$ cat src/rtl/muldiv_pkg.sv
`default_nettype none
// ---------------------------------------------------------------------------
// muldiv_pkg : shared types and constants for the RV32M mul/div sequencer
// Revision   : 1.0
// ---------------------------------------------------------------------------
package muldiv_pkg;

  typedef enum logic [2:0] {
    OP_MUL    = 3'b000,
    OP_MULH   = 3'b001,
    OP_MULHSU = 3'b010,
    OP_MULHU  = 3'b011,
    OP_DIV    = 3'b100,
    OP_DIVU   = 3'b101,
    OP_REM    = 3'b110,
    OP_REMU   = 3'b111
  } muldiv_op_e;

  typedef enum logic [1:0] {
    ST_IDLE = 2'd0,
    ST_CALC = 2'd1,
    ST_FIX  = 2'd2,
    ST_DONE = 2'd3
  } muldiv_state_e;

  localparam int          MULDIV_ITER = 32;
  localparam logic [31:0] DIV0_QUOT   = 32'hFFFF_FFFF;
  localparam logic [31:0] INT_MIN     = 32'h8000_0000;

  function automatic logic [31:0] cond_neg32(input logic [31:0] v, input logic neg);
    return neg ? (~v + 32'd1) : v;
  endfunction

endpackage
`default_nettype wire

$ cat src/rtl/alu_muldiv_seq_if.sv
`default_nettype none
// ---------------------------------------------------------------------------
// alu_muldiv_seq_if : request/response bundle between decode/execute and the
//                     mul/div sequencer
// Revision          : 1.0
// ---------------------------------------------------------------------------
interface alu_muldiv_seq_if #(
  parameter int WIDTH = 32
);
  logic             start;
  logic [2:0]       Funct3;
  logic [WIDTH-1:0] SrcA;
  logic [WIDTH-1:0] SrcB;
  logic             busy;
  logic             done;
  logic [WIDTH-1:0] Result;

  modport master (
    output start, Funct3, SrcA, SrcB,
    input  busy, done, Result
  );

  modport slave (
    input  start, Funct3, SrcA, SrcB,
    output busy, done, Result
  );
endinterface
`default_nettype wire

$ cat src/rtl/alu_muldiv_seq.sv
`default_nettype none
// ---------------------------------------------------------------------------
// alu_muldiv_seq : iterative RV32M multiply/divide, one radix-2 step per cycle
// Revision       : 1.0
// ---------------------------------------------------------------------------
module alu_muldiv_seq
  import muldiv_pkg::*;
#(
  parameter int WIDTH = 32
) (
  input  wire logic       clk,
  input  wire logic       reset,
  alu_muldiv_seq_if.slave bus
);

  muldiv_state_e      state_q, state_d;
  muldiv_op_e         op_q, op_d;
  logic               neg_a_q, neg_a_d;
  logic               neg_b_q, neg_b_d;
  logic [5:0]         cnt_q, cnt_d;
  logic [WIDTH-1:0]   opb_q, opb_d;
  logic [2*WIDTH-1:0] acc_q, acc_d;
  logic [WIDTH-1:0]   result_q, result_d;

  muldiv_op_e         w_op;
  logic               w_a_signed, w_b_signed;
  logic               w_sign_a, w_sign_b;
  logic [WIDTH-1:0]   w_mag_a, w_mag_b;
  logic               w_div0, w_ovf;
  logic [WIDTH:0]     w_mul_sum;
  logic [WIDTH:0]     w_rem_sh;
  logic [WIDTH-1:0]   w_trial;
  logic               w_fits;
  logic [2*WIDTH-1:0] w_prod;
  logic [WIDTH-1:0]   w_quot, w_rem;

  assign w_op       = muldiv_op_e'(bus.Funct3);
  assign w_a_signed = bus.Funct3[2] ? ~bus.Funct3[0] : (bus.Funct3 != 3'b011);
  assign w_b_signed = bus.Funct3[2] ? ~bus.Funct3[0] : ~bus.Funct3[1];
  assign w_sign_a   = w_a_signed & bus.SrcA[WIDTH-1];
  assign w_sign_b   = w_b_signed & bus.SrcB[WIDTH-1];
  assign w_mag_a    = cond_neg32(bus.SrcA, w_sign_a);
  assign w_mag_b    = cond_neg32(bus.SrcB, w_sign_b);

  assign w_div0 = bus.Funct3[2] && (bus.SrcB == '0);
  assign w_ovf  = bus.Funct3[2] && !bus.Funct3[0] &&
                  (bus.SrcA == INT_MIN) && (bus.SrcB == DIV0_QUOT);

  // Multiply: acc = {partial product, remaining multiplier bits}, shifted right.
  assign w_mul_sum = {1'b0, acc_q[2*WIDTH-1:WIDTH]} +
                     (acc_q[0] ? {1'b0, opb_q} : {(WIDTH+1){1'b0}});

  // Divide: acc = {remainder, dividend/quotient}, shifted left; 33-bit trial compare.
  assign w_rem_sh = {acc_q[2*WIDTH-1:WIDTH], acc_q[WIDTH-1]};
  assign w_fits   = (w_rem_sh >= {1'b0, opb_q});
  assign w_trial  = w_rem_sh[WIDTH-1:0] - opb_q;

  assign w_prod = (neg_a_q ^ neg_b_q) ? (~acc_q + 64'd1) : acc_q;
  assign w_quot = cond_neg32(acc_q[WIDTH-1:0], neg_a_q ^ neg_b_q);
  assign w_rem  = cond_neg32(acc_q[2*WIDTH-1:WIDTH], neg_a_q);

  always_comb begin
    state_d  = state_q;
    op_d     = op_q;
    neg_a_d  = neg_a_q;
    neg_b_d  = neg_b_q;
    cnt_d    = cnt_q;
    opb_d    = opb_q;
    acc_d    = acc_q;
    result_d = result_q;

    case (state_q)
      ST_IDLE: begin
        if (bus.start) begin
          op_d    = w_op;
          neg_a_d = w_sign_a;
          neg_b_d = w_sign_b;
          cnt_d   = '0;
          opb_d   = w_mag_b;
          acc_d   = {{WIDTH{1'b0}}, w_mag_a};
          if (w_div0) begin
            result_d = bus.Funct3[1] ? bus.SrcA : DIV0_QUOT;
            state_d  = ST_DONE;
          end else if (w_ovf) begin
            result_d = bus.Funct3[1] ? '0 : INT_MIN;
            state_d  = ST_DONE;
          end else begin
            state_d = ST_CALC;
          end
        end
      end

      ST_CALC: begin
        if (op_q[2]) begin
          acc_d = {(w_fits ? w_trial : w_rem_sh[WIDTH-1:0]),
                   acc_q[WIDTH-2:0], w_fits};
        end else begin
          acc_d = {w_mul_sum, acc_q[WIDTH-1:1]};
        end
        cnt_d = cnt_q + 6'd1;
        if (cnt_q == 6'(MULDIV_ITER - 1)) begin
          state_d = ST_FIX;
        end
      end

      ST_FIX: begin
        case (op_q)
          OP_MUL:                      result_d = w_prod[WIDTH-1:0];
          OP_MULH, OP_MULHSU, OP_MULHU: result_d = w_prod[2*WIDTH-1:WIDTH];
          OP_DIV, OP_DIVU:             result_d = w_quot;
          default:                     result_d = w_rem;
        endcase
        state_d = ST_DONE;
      end

      default: begin
        state_d = ST_IDLE;
      end
    endcase
  end

  always_ff @(posedge clk) begin
    if (!reset) begin
      state_q  <= ST_IDLE;
      op_q     <= OP_MUL;
      neg_a_q  <= 1'b0;
      neg_b_q  <= 1'b0;
      cnt_q    <= '0;
      opb_q    <= '0;
      acc_q    <= '0;
      result_q <= '0;
    end else begin
      state_q  <= state_d;
      op_q     <= op_d;
      neg_a_q  <= neg_a_d;
      neg_b_q  <= neg_b_d;
      cnt_q    <= cnt_d;
      opb_q    <= opb_d;
      acc_q    <= acc_d;
      result_q <= result_d;
    end
  end

  assign bus.busy   = (state_q != ST_IDLE);
  assign bus.done   = (state_q == ST_DONE);
  assign bus.Result = result_q;

endmodule
`default_nettype wire

$ cat src/flat_wrapper.sv
// flat-port wrapper written by rule: the top's interface ports become plain ports
module alu_muldiv_seq_flat import muldiv_pkg::*;
#(
  parameter int WIDTH = 32
)
  (clk, reset, bus_start, bus_Funct3, bus_SrcA, bus_SrcB, bus_busy, bus_done, bus_Result);
  alu_muldiv_seq_if #(.WIDTH(WIDTH)) bus_i ();
  input  wire logic clk;
  input  wire logic reset;
  input wire logic [$bits(bus_i.start)-1:0] bus_start;
  input wire logic [$bits(bus_i.Funct3)-1:0] bus_Funct3;
  input wire logic [$bits(bus_i.SrcA)-1:0] bus_SrcA;
  input wire logic [$bits(bus_i.SrcB)-1:0] bus_SrcB;
  output wire logic [$bits(bus_i.busy)-1:0] bus_busy;
  output wire logic [$bits(bus_i.done)-1:0] bus_done;
  output wire logic [$bits(bus_i.Result)-1:0] bus_Result;
  assign bus_i.start = bus_start;
  assign bus_i.Funct3 = bus_Funct3;
  assign bus_i.SrcA = bus_SrcA;
  assign bus_i.SrcB = bus_SrcB;
  assign bus_busy = bus_i.busy;
  assign bus_done = bus_i.done;
  assign bus_Result = bus_i.Result;
  alu_muldiv_seq #(.WIDTH(WIDTH)) u_core (.clk(clk), .reset(reset), .bus(bus_i));
endmodule
$ cat config.mk
export PLATFORM = sky130hd
export DESIGN_NAME = alu_muldiv_seq_flat
export DESIGN_NICKNAME = d
export VERILOG_FILES = /design/src/rtl/muldiv_pkg.sv /design/src/rtl/alu_muldiv_seq_if.sv /design/src/rtl/alu_muldiv_seq.sv /design/src/flat_wrapper.sv
export SDC_FILE = /design/constraint.sdc
export NUM_CORES = 1
export LEC_CHECK = 0
export ABC_AREA = 1
export ABC_CLOCK_PERIOD_IN_PS = 5170
export BUFFER_PORTS_ARGS = -buffer_cell sky130_fd_sc_hd__buf_4
export CORE_MARGIN = 4
export CORE_UTILIZATION = 34
export DETAILED_ROUTE_END_ITERATION = 8
export MAX_ROUTING_LAYER = met4
export PLACE_DENSITY = 0.53
export SYNTH_ARGS = -nofsm -noshare
export SYNTH_HDL_FRONTEND = slang
export SYNTH_SLANG_ARGS = --single-unit
export TNS_END_PERCENT = 10
$ cat constraint.sdc
create_clock -name clk -period 5.17 [get_ports clk]
set_input_delay 1.034 -clock clk [delete_from_list [all_inputs] [get_ports clk]]
set_output_delay 1.034 -clock clk [all_outputs]
set_load 0.01 [all_outputs]
==> results.py <==
metrics = {
    "timing": {
        "timing.final.ws_setup_ns": 1.47,
        "max_slew_violations": 0,
        "fin_setup_tns_ns": 0,
        "tightestPinTransition_ns": 1.21,
        "setup_repair_after_global_routing_missed_its_margin": "no",
        "final_hold_slack_ns": 0.488,
        "maxClockFrequency_ghz": 0.270,
        "hold_violations": 0,
        "relSlewSlack_pct": 19.0,
        "period_utilisation_layout_pct": 71.6,
        "final.min_clock_period_ns": 3.70,
        "finalSetupViolCount": 0,
        "clock_skew_ns": 0.0216,
    },
    "yosys": {
        "netlist_top_cells_area": "nand2_1 (20%), dfxtp_1 (17%), inv_1 (9.6%)",
        "postSynthCellCount": 3180,
        "post-synth-top-count-cell": "nand2_1",
        "synth_cell_type_count": 52,
        "synth_largest_area_cell": "nand2_1",
        "dominantRegCellSynth": "dfxtp_1",
        "postSynth.asyncResetShare_pct": 0,
        "cell_area_after_synthesis_um2": 17000,
        "ys_top_cells_by_count": "nand2_1 (921), inv_1 (437), nor2_1 (343), nand3_1 (315), a21oi_1 (262)",
        "number_of_flops_mapped_to_enable_cells_by_yosys": 0,
        "syn-mean-instance-area_um2": 5.35,
        "post_synth_top_area_share_pct": 20.3,
        "ys_seq_elements": 141,
        "synth_nets": 3326,
        "yosys_warnings": 0,
        "seq_area_frac_synth_pct": 16.6,
    },
    "drt": {
        "routedWlPerCell_um": 20.9,
        "drtPass1Iterations": 6,
        "post-route-drc-count": 0,
        "drt_iter0_markers": 2463,
        "viasPerCell": 5.45,
        "postRouteWirelength_mm": 81.6,
        "antenna_left": 0,
        "vias": 21300,
    },
    "finish": {
        "layout-area-overhead-vs-synth_pct": 11.8,
        "layout.cell_area.non_filler_um2": 19000,
        "fillers": 5629,
        "nets": 3368,
        "post_route_cells_drive_above_1_share_pct": 7.45,
    },
    "place": {
        "dp.final_hpwl_mm": 65.3,
        "dpl-instance-area_um2": 18400,
        "place_worst_setup_slack_ns": 1.16,
        "port_buffers": 103,
        "place_congestion": 1.02,
    },
    "floorplanning": {
        "floorplan.rows": 81,
        "io-pin-count": 104,
        "initial_utilization_pct": 34.6,
        "placeableCoreArea_um2": 49200,
        "die_h_um": 232,
        "die_w_um": 232,
        "die_area_um2": 53700,
    },
    "clock_network": {
        "tritoncts": "built",
        "post_cts_buffers": 0,
        "htreeDepth": 4,
        "post_cts.resized_instances": 0,
        "clock-root-buffer": "clkbuf_16",
        "cts_hold_buf": 0,
        "cts_inserted_buffers": 17,
        "numClockSinks": 141,
        "maximum_number_of_buffers_from_clock_root_to_sink": 2,
        "path_clk_slew_ns": 0.06,
        "clock_latency_ns": 0.47,
    },
    "power": {
        "power.density_nw_per_um2": 519,
        "p_leak_nw": 9.41,
        "vdd_drop_max_uv": 279,
    },
    "critical_path": {
        "end_kind": "flop",
        "reg2reg_slack_ns": 1.68,
        "worst_setup_path_start_kind": "input port",
        "cp_cell_instances": "buf_4, inv_1, ha_1, nand3_1, nor2_2, nand2_1, nor2_1, nand3_1, nand3_1, nand3_2, inv_2, nand2_1, a21oi_1, nor2_1",
        "crit_fanout": 42,
        "cp_data_required_time_ns": 5.51,
        "setup.worst_path.class": "input port to flop",
        "timing.critical_path.slowest_cell_delay_ns": 0.68,
        "r2r-end": "u_core.acc_q[61]",
        "crit-reg2reg-launch": "u_core.acc_q[0]",
        "depth_of_the_worst_register_to_register_path": 13,
        "cpMostUsedCell": "nand3_1",
        "library_cell_contributing_the_largest_single_delay_on_the_critical_path": "inv_2",
        "worst_ep_arrival_time_ns": 4.04,
    },
    "global_route": {
        "wire_length_of_the_first_global_routing_pass_mm": 120,
        "globalRouteTotalUtil_pct": 30.2,
        "number_of_antenna_violations_at_the_first_check_in_global_routing": 2,
        "grt-ovfl-total": 0,
        "grt_max_degree": 61,
        "grt_pass1_vias": 19000,
    },
    "worst_hold_path": {
        "timing.hold.worst_path_depth": 2,
        "worstHoldEndpoint": "u_core.bus.Result[25]",
        "hold_class": "flop to flop",
        "worstHoldStart": "u_core.bus.Result[25]",
    },
    "flow_run": {
        "cap_viol_max_count": 0,
    },
    "outcome": {
        "outcome": "complete, no violations",
    },
}
-- cell usage in the layout (no fill, tap or decap), drive strengths merged --
| cell type | Yosys | final |
|---|---|---|
| o31ai | 3 | 3 |
| and2 | 4 | 4 |
| o21bai | 13 | 13 |
| nor3 | 44 | 44 |
| inv | 450 | 452 |
| a31oi | 30 | 30 |
| xor2 | 38 | 38 |
| nor4 | 7 | 7 |
| bufinv | 0 | 4 |
| a21oi | 265 | 265 |
| o21ai | 254 | 254 |
| o311ai | 1 | 1 |
| o221ai | 3 | 3 |
| xnor2 | 7 | 7 |
| a21o | 3 | 3 |
| ha | 74 | 74 |
| nand3b | 15 | 15 |
| or2 | 17 | 17 |
| diode | 0 | 2 |
| fa | 2 | 2 |
| buf | 38 | 133 |
| clkinv | 4 | 7 |
| a21boi | 2 | 2 |
| and3 | 1 | 1 |
| nand2 | 929 | 929 |
| a221oi | 3 | 3 |
| clkbuf | 72 | 19 |
| nand3 | 319 | 319 |
| o22ai | 1 | 1 |
| clkinvlp | 0 | 4 |
| o21a | 10 | 10 |
| nand4 | 47 | 47 |
| dfxtp | 141 | 141 |
| a211oi | 2 | 2 |
| nor2 | 367 | 367 |
| o211ai | 14 | 14 |
-- layout make-up --
cell class | instances | area, um2 | area share, %
flip-flops and latches | 141 | 2820 | 14.9
repair buffers | 133 | 998 | 5.25
clock buffers | 19 | 433 | 2.28
diodes | 2 | 5.00 | 0.0263
multi-input cells | 2475 | 12000 | 63.3
well taps | 664 | 831 | 4.37
clock inverters | 13 | 190 | 1.00
inverters | 454 | 1700 | 8.96
-- worst max-delay path by stage --
| stage | start | endpoint | slack (ns) | cells after the start |
|---|---|---|---|---|
| floorplan | bus_SrcA[1] | u_core.bus.Result[18] | 2.55 | 14 |
| global placement | bus_SrcA[1] | u_core.bus.Result[26] | 1.32 | 14 |
| detailed placement | bus_SrcA[1] | u_core.bus.Result[26] | 1.16 | 14 |
| CTS | bus_SrcA[1] | u_core.bus.Result[26] | 1.63 | 14 |
| global route | bus_SrcA[1] | u_core.bus.Result[26] | 1.33 | 14 |
| finish | bus_SrcA[1] | u_core.bus.Result[26] | 1.47 | 14 |
-- flip-flops by register name (all words and copies together), names as in the netlist --
name / count
u_core.acc_q: 64
u_core.bus.Result: 32
u_core.opb_q: 32
u_core.cnt_q: 6
u_core.op_q: 3
u_core.state_q: 2
u_core.neg_a_q: 1
u_core.neg_b_q: 1
-- worst max-delay path, delay by kind of cell --
| kind | cells | cell delay [ns] |
|---|---|---|
| compound gates | 1 | 0.18 |
| fa+ha+maj | 1 | 0.20 |
| simple gates | 9 | 1.71 |
| buf+inv | 3 | 0.89 |
-- through the flow --
step	std cells	power, mW	util (%)
2_1_floorplan	3180	5.99	-
3_5_place_dp	3867	8.29	37.4
3_3_place_gp	3867	8.30	37.4
4_1_cts	3899	9.68	38.7
6_report	3901	9.86	38.7
5_1_grt	3901	10.6	38.7
-- report_power, final --
group	internal, mW	total [mW]	leakage, nW	switching (mW)
registers	1.42	1.94	1.16	0.521
clock network	0.810	1.35	0.290	0.545
logic	1.86	6.56	7.96	4.70
total	4.10	9.86	9.41	5.76
-- kinds of logic (layout without fill, tap and decap cells) --
kind of cell,Yosys count,in the layout,synth area share (%)
AO/OA/AOI/OAI,604,604,18.9
XOR/XNOR,45,45,2.32
adder cells (fa/ha/maj),76,76,5.68
buffers and inverters,564,619,12.8
flip-flops,141,141,16.6
other,0,2,0
AND/OR/NAND/NOR,1750,1750,43.6
-- metal layers --
metal	wire, um	GRT usage (%)	vias up
met5	0	-	-
met4	1810	6.97	0
met3	7650	5.94	98
met2	32600	41.2	956
met1	39500	45.3	9838
li1	-	-	10400
No activity file was read; power rests on OpenSTA's default activity.
